[src/rtl/multicycle_ctrl_fsm.sv]
// Main control sequencer of the multi-cycle CPU: one instruction at a time over a shared datapath.
// Halts on an illegal opcode or a memory access that stalls for longer than MAX_WAIT cycles.
module multicycle_ctrl_fsm #(
  parameter int unsigned MAX_WAIT = 15,
  parameter int unsigned WAIT_W   = 4
) (
  input  logic       clk,
  input  logic       rst_n,
  input  logic [5:0] opcode,
  input  logic       mem_ready,
  output logic       pc_write,
  output logic       pc_write_cond,
  output logic       i_or_d,
  output logic       mem_read,
  output logic       mem_write,
  output logic       ir_write,
  output logic       reg_dst,
  output logic       mem_to_reg,
  output logic       reg_write,
  output logic       alu_src_a,
  output logic [1:0] alu_src_b,
  output logic [1:0] alu_op,
  output logic [1:0] pc_source,
  output logic       halted,
  output logic [1:0] err_code,
  output logic [3:0] state
);

  typedef enum logic [3:0] {
    S_IDLE      = 4'd0,
    S_FETCH     = 4'd1,
    S_DECODE    = 4'd2,
    S_MEM_ADDR  = 4'd3,
    S_MEM_RD    = 4'd4,
    S_MEM_WB    = 4'd5,
    S_MEM_WR    = 4'd6,
    S_R_EXEC    = 4'd7,
    S_R_WB      = 4'd8,
    S_BRANCH    = 4'd9,
    S_JUMP      = 4'd10,
    S_ADDI_EXEC = 4'd11,
    S_ADDI_WB   = 4'd12,
    S_HALT      = 4'd15
  } state_t;

  localparam logic [5:0] OP_R    = 6'b000000;
  localparam logic [5:0] OP_J    = 6'b000010;
  localparam logic [5:0] OP_BEQ  = 6'b000100;
  localparam logic [5:0] OP_ADDI = 6'b001000;
  localparam logic [5:0] OP_LW   = 6'b100011;
  localparam logic [5:0] OP_SW   = 6'b101011;

  localparam logic [1:0] ERR_NONE    = 2'd0;
  localparam logic [1:0] ERR_ILLEGAL = 2'd1;
  localparam logic [1:0] ERR_TIMEOUT = 2'd2;

  state_t             state_q, state_d;
  logic [WAIT_W-1:0]  wait_q, wait_d;
  logic               is_lw_q, is_lw_d;
  logic [1:0]         err_q, err_d;
  logic               halted_q, halted_d;
  logic               mem_state;
  logic               timeout;

  // Stall accounting shared by the three memory-access states.
  always_comb begin
    mem_state = (state_q == S_FETCH) || (state_q == S_MEM_RD) || (state_q == S_MEM_WR);
    timeout   = mem_state && !mem_ready && (wait_q == WAIT_W'(MAX_WAIT));
    wait_d    = (mem_state && !mem_ready && !timeout) ? wait_q + WAIT_W'(1) : '0;
  end

  // Next-state and control decode; the FETCH write enables follow mem_ready combinationally.
  always_comb begin
    state_d       = state_q;
    is_lw_d       = is_lw_q;
    err_d         = err_q;
    pc_write      = 1'b0;
    pc_write_cond = 1'b0;
    i_or_d        = 1'b0;
    mem_read      = 1'b0;
    mem_write     = 1'b0;
    ir_write      = 1'b0;
    reg_dst       = 1'b0;
    mem_to_reg    = 1'b0;
    reg_write     = 1'b0;
    alu_src_a     = 1'b0;
    alu_src_b     = 2'd0;
    alu_op        = 2'd0;
    pc_source     = 2'd0;

    case (state_q)
      S_IDLE: state_d = S_FETCH;

      S_FETCH: begin
        mem_read  = 1'b1;
        alu_src_b = 2'd1;
        ir_write  = mem_ready;
        pc_write  = mem_ready;
        if (mem_ready) begin
          state_d = S_DECODE;
        end else if (timeout) begin
          state_d = S_HALT;
          err_d   = ERR_TIMEOUT;
        end
      end

      S_DECODE: begin
        alu_src_b = 2'd3;
        is_lw_d   = (opcode == OP_LW);
        case (opcode)
          OP_LW, OP_SW: state_d = S_MEM_ADDR;
          OP_R:         state_d = S_R_EXEC;
          OP_BEQ:       state_d = S_BRANCH;
          OP_J:         state_d = S_JUMP;
          OP_ADDI:      state_d = S_ADDI_EXEC;
          default: begin
            state_d = S_HALT;
            err_d   = ERR_ILLEGAL;
          end
        endcase
      end

      S_MEM_ADDR: begin
        alu_src_a = 1'b1;
        alu_src_b = 2'd2;
        state_d   = is_lw_q ? S_MEM_RD : S_MEM_WR;
      end

      S_MEM_RD: begin
        mem_read = 1'b1;
        i_or_d   = 1'b1;
        if (mem_ready) begin
          state_d = S_MEM_WB;
        end else if (timeout) begin
          state_d = S_HALT;
          err_d   = ERR_TIMEOUT;
        end
      end

      S_MEM_WB: begin
        reg_write  = 1'b1;
        mem_to_reg = 1'b1;
        state_d    = S_FETCH;
      end

      S_MEM_WR: begin
        mem_write = 1'b1;
        i_or_d    = 1'b1;
        if (mem_ready) begin
          state_d = S_FETCH;
        end else if (timeout) begin
          state_d = S_HALT;
          err_d   = ERR_TIMEOUT;
        end
      end

      S_R_EXEC: begin
        alu_src_a = 1'b1;
        alu_op    = 2'd2;
        state_d   = S_R_WB;
      end

      S_R_WB: begin
        reg_write = 1'b1;
        reg_dst   = 1'b1;
        state_d   = S_FETCH;
      end

      S_BRANCH: begin
        alu_src_a     = 1'b1;
        alu_op        = 2'd1;
        pc_write_cond = 1'b1;
        pc_source     = 2'd1;
        state_d       = S_FETCH;
      end

      S_JUMP: begin
        pc_write  = 1'b1;
        pc_source = 2'd2;
        state_d   = S_FETCH;
      end

      S_ADDI_EXEC: begin
        alu_src_a = 1'b1;
        alu_src_b = 2'd2;
        state_d   = S_ADDI_WB;
      end

      S_ADDI_WB: begin
        reg_write = 1'b1;
        state_d   = S_FETCH;
      end

      S_HALT: state_d = S_HALT;

      default: state_d = S_HALT;
    endcase

    halted_d = (state_d == S_HALT);
  end

  always_ff @(posedge clk or negedge rst_n) begin
    if (!rst_n) begin
      state_q  <= S_IDLE;
      wait_q   <= '0;
      is_lw_q  <= 1'b0;
      err_q    <= ERR_NONE;
      halted_q <= 1'b0;
    end else begin
      state_q  <= state_d;
      wait_q   <= wait_d;
      is_lw_q  <= is_lw_d;
      err_q    <= err_d;
      halted_q <= halted_d;
    end
  end

  assign state    = state_q;
  assign err_code = err_q;
  assign halted   = halted_q;

endmodule

[config.mk]
export PLATFORM = sky130hd
export DESIGN_NAME = multicycle_ctrl_fsm
export DESIGN_NICKNAME = d
export VERILOG_FILES = /design/src/rtl/multicycle_ctrl_fsm.sv
export SDC_FILE = /design/constraint.sdc
export NUM_CORES = 1
export LEC_CHECK = 0
export ABC_AREA = 1
export CAP_MARGIN = 20
export CORE_AREA = 2 2 48 50
export CTS_BUF_LIST = sky130_fd_sc_hd__clkbuf_16
export CTS_CLUSTER_DIAMETER = 150
export DETAILED_ROUTE_END_ITERATION = 12
export DIE_AREA = 0 0 50 52
export PLACE_DENSITY = 0.73
export RECOVER_POWER = 50
export SYNTH_ARGS = -nofsm -noshare
export SYNTH_HDL_FRONTEND = slang
export SYNTH_SLANG_ARGS = --single-unit
[constraint.sdc]
create_clock -name clk -period 1.75 [get_ports clk]
set_clock_uncertainty 0.15 [all_clocks]
set_input_delay 0.4375 -clock clk [delete_from_list [all_inputs] [get_ports clk]]
set_output_delay 0.4375 -clock clk [all_outputs]
set_load 0.02 [all_outputs]
* Yosys cells after proc, flatten, opt, wreduce, memory -nomap -nowiden
Cells that the tools add are included.
** Word-level totals
- Output and inout bits :: 23
- Register bits :: 12
- Logic and storage cells :: 73
** Operators by class
- Reduce and logical (&&, ||, !) cells :: 20
- Muxes and demuxes :: 25
- Eq/ne operators :: 22
- $add $sub $neg :: 1
** Operators by type and width (count)
- one-hot mux 4 bit (8 select lines) :: 1
- == test 4 bit, second input constant :: 7
- two-way mux 4 bit :: 5
- one-hot mux 4 bit (5 select lines) :: 1
- == test 4 x 3 -> 1 bit, second input constant :: 4
- == test 6 bit, second input constant :: 2
- one-hot mux 2 bit (2 select lines) :: 3
- OR reduction 6 bit :: 2
- two-way mux 1 bit :: 9
- == test 4 x 2 -> 1 bit, second input constant :: 2
- two-way mux 2 bit :: 4
- OR reduction 2 bit :: 4
- == test 6 x 2 -> 1 bit, second input constant :: 1
- == test 6 x 3 -> 1 bit, second input constant :: 1
- == test 6 x 4 -> 1 bit, second input constant :: 1
- zero test 6 bit :: 1
- one-hot mux 2 bit (3 select lines) :: 1
- OR reduction 3 bit :: 2
- adder 4 x 1 -> 4 bit, second input constant :: 1
- == test 4 x 1 -> 1 bit, second input constant :: 1
- zero test 4 bit :: 1
- != test 2 bit, second input constant :: 2
- AND reduction 4 bit :: 1
- OR reduction 4 bit :: 1
- 6 further kinds :: 10

* Depth between registers and ports, before layout
- Depth after elaboration :: 9
- Gate-level depth with buffers :: 10
- Gate-level depth less buffers :: 10

* Least setup slack after synthesis
OpenSTA, ideal clock, no wires.
- Kind :: reg-to-output
- From :: reg state_q[3], in the netlist state[3]
- To :: out pc_source[0]
- Required time :: 1162 ps
- Path buffers :: 1
- Arrival time :: 1573 ps
- Stages on the path, launching flop included :: 6
- Setup slack :: -411 ps
- Cell sequence :: dfrtp_1 inv_1 nor2_1 inv_1 nor3_1 buf_4
** Between the ends
- Longest elaborated chain between the ends :: 2
** RTL lines
- start: declaration :: line 57 : state_t state_q, state_d;
- start signal: assignment :: line 210 : state_q <= state_d;
- == test 4 bit :: line 91 : case (state_q)
- one-hot mux 2 bit (2 select lines) * :: line 91
- end: declaration :: line 23 : output logic [1:0] pc_source,
Mark *: on every way between the ends. The rest lies on a longest branch, timed or not.

* Final worst setup path
- From :: reg state_q[2], in the netlist state[2]
- To :: out alu_op[0]
** Between the ends
- Longest elaborated chain between the ends :: 2
** RTL lines
- == test 4 bit or == test 4 x 3 -> 1 bit (tied branches) :: line 91
- one-hot mux 2 bit (2 select lines) * :: line 91
- end: declaration :: line 22 : output logic [1:0] alu_op,
Marks and branches as above.

==> results.md <==
- Status: finished with violations
- Failing checks: setup timing
- Final wirelength: roughly 2800 um
- Num CTS Buffers: 3
- Total power: approximately 0.76 mW
- Cts hold-fix bufs: 0
- CTS tree: done
- Power density cells: between 400 and 500 nW/um^2
- Avg WL per Cell: between 10 and 15 um
- Logic gate share of total power: 0.068
- Final Cycle Share: 1.11
- Die ar.: 2600 sq um
- DP Worst Slack: -0.656 ns
- # DRC: 0
- Max Cap Viol: 0
- Vias in the first global route: between 1k and 1.5k
- Post-Syn Area: 851 sq um
- VDD IR max: just under 0.0006 V
- LEAKAGE: between 0.8 and 0.9 nW
- Startpoint types: flip-flop
- Netlist cell types: 20
- Kind of critical path: reg -> out
- Fillers: roughly 150
- Final setup violation count: 15
- DRT antenna net count: 0
- Final Critical Period: a little under 2 ns
- Worst EP arrival: 1.36 ns
- Pint: 0.606 mW
- Worst Hold Class: reg -> reg
- Critical Path End Type: primary output
- Sequential fraction of design power: 0.370
- TritonCTS Sinks: 12
- Initial core utilization: 0.404
- H-tree depth: 1
- IO buf count: 31
- Slew Viols, Final: 0
- Total gr overflow: 0
- Die H: between 50 and 60 um
- Num ports: 32
- Hold Slack: ~0.32 ns
- 1st-iter DRT viols: 16
- Mapped Cells: 135
- Synthesis-to-finish area growth: 91.0%
- Routability cong.: about 0.91
- Power share of the clock group: 0.562
- Clock latency on the worst-skew pair: about 0.24 ns
- Final Hold Fails: 0
- Psw: around 0.15 mW
- RSZ-0062 raised after global routing: true
- Worst-path clk slew: approximately 0.04 ns
- Req. time, crit path: between 1 and 1.5 ns
- Most frequent CP cell: buf_4
- Vias: ~1.1k
- Die W: approximately 50 um
- Largest net degree at the start of global routing: 13
- Max incr delay on CP: approximately 0.45 ns
- Mean cell area of the mapped netlist: around 6.3 sq um
- Syn_nets: 145
- CP Max Fanout: 5
- Critical-path top delay cell: dfrtp_2
- Achievable Freq: between 500 and 600 MHz
- Seq/Total Area, Yosys: 0.353
- Final WS setup: -0.196 ns
- Flops & latches, synth: 12
- Sw Share: 0.199
- Clk buf depth: 2
- Nets: roughly 210
- Commonest cells after routing, fill and taps aside: buf_4 (37), nand2_1 (31), nor2_1 (21)
- Pre-antenna DRT Iters: 4
- DR vias/cell: approximately 4.8
- Floorplan row count: 17
- Hpwl dp: between 2000 and 2500 um
- Most common cell after layout, fill and taps aside: buf_4
- First-pass GRT wire length: approximately 4400 um
- Worst slew pin tran: between 0.6 and 0.7 ns
- Multi-input gate area: ~570 sq um
- Antenna Cells: 0
- CORE AREA: approximately 2100 sq um
- Initial antenna violation count: 0
- GRT Util Overall: 0.229
- Slew headroom: 0.573
- Worst path cell trace: nor2_2 -> inv_2 -> buf_4 -> nor3_2 -> buf_4
- Sequential standard cell area: between 300 and 400 sq um
- Clock Tree Root: clkbuf_16
- Layout cells sized above 1: 0.458
- Synth Warn #: 0
-- stage by stage --
stage                     std cells  utilization  area (sq um)  setup TNS (ns)
after floorplan                 135            -           892         -0.0193
after global placement          221        0.684          1440           -6.31
after detailed placement        221        0.684          1440           -6.64
after CTS                       227        0.734          1550           -1.27
after global routing            231        0.772          1630           -2.65
final                           231        0.772          1630           -1.51
-- repair_timing --
| item | in CTS | in global routing |
|---|---|---|
| endpoints found under the setup margin | 26 | 21 |
| pin swaps | 1 | 7 |
| endpoints found under the hold margin | 0 | 0 |
| buffers inserted | 2 | 4 |
| gates resized for setup | 106 | 22 |
-- registers in the layout, summed over array words and instances, names as in the netlist --
name / flops
halted: 1
err_code: 2
wait_q: 4
is_lw_q: 1
state: 4
-- layout make-up --
type,instances,share of cell area
Multi-Input combinational cell,101,0.353
Timing Repair Buffer,65,0.341
Sequential cell,12,0.188
Inverter,21,0.0485
Clock buffer,3,0.0462
Tap cell,28,0.0216
Clock inverter,1,0.00231
-- power groups by stage --
stage | registers, mW | clock network, mW | logic (mW)
global placement | 0.284 | 0 | 0.0481
floorplan | 0.286 | 0 | 0.0126
finish | 0.280 | 0.425 | 0.0513
detailed placement | 0.284 | 0 | 0.0504
CTS | 0.280 | 0.428 | 0.0509
global route | 0.280 | 0.446 | 0.0578
-- critical path, delay by kind of cell (launching register included) --
kind          cells  cell delay, ns
flops             1            0.45
buf+inv           3            0.41
simple gates      2            0.26
-- layer usage --
layer / vias to the layer above / global-route usage / share of wire
met2: 39 / 0.447 / 0.54
met4: 0 / 0.102 / 0.015
met5: - / 0 / 0
li1: 555 / - / -
met1: 503 / 0.236 / 0.40
met3: 5 / 0.0402 / 0.045
-- final timing paths --
| path | start | to | slack, ns | depth (start not counted) |
|---|---|---|---|---|
| max | state[2]$_DFF_PN0_ | alu_op[0] | -0.20 | 5 |
| min | err_code[0]$_DFFE_PN0P_ | err_code[0]$_DFFE_PN0P_ | 0.32 | 2 |
| max reg2reg | state[0]$_DFF_PN0_ | err_code[1]$_DFFE_PN0P_ | 0.04 | 9 |
| min reg2reg | err_code[0]$_DFFE_PN0P_ | err_code[0]$_DFFE_PN0P_ | 0.32 | 2 |
| max in group asynchronous | rst_n | state[3]$_DFF_PN0_ | 0.42 | 2 |
| min in group asynchronous | rst_n | wait_q[3]$_DFF_PN0_ | 0.57 | 2 |
-- synthesized netlist by cell type (all sizes together) --
library cell,instances,area (sq um)
a21oi,3,15.0
buf,1,7.51
dfrtp,12,300
ha,1,12.5
inv,21,78.8
nand2,38,153
nand3,8,45.0
nor2,33,134
nor3,4,20.0
o211ai,2,15.0
o21ai,8,40.0
or2,2,12.5
xnor2,1,8.76
xor2,1,8.76
-- cell families (layout without fill, tap and decap cells) --
kind of cell	Yosys count	after routing	synth area share
AO/OA/AOI/OAI	13	13	0.0823
XOR/XNOR	2	2	0.0206
buffers and inverters	22	90	0.101
flip-flops	12	12	0.353
adder cells (fa/ha/maj)	1	1	0.0147
AND/OR/NAND/NOR	85	85	0.428
Power figures use the tool's default switching activity.
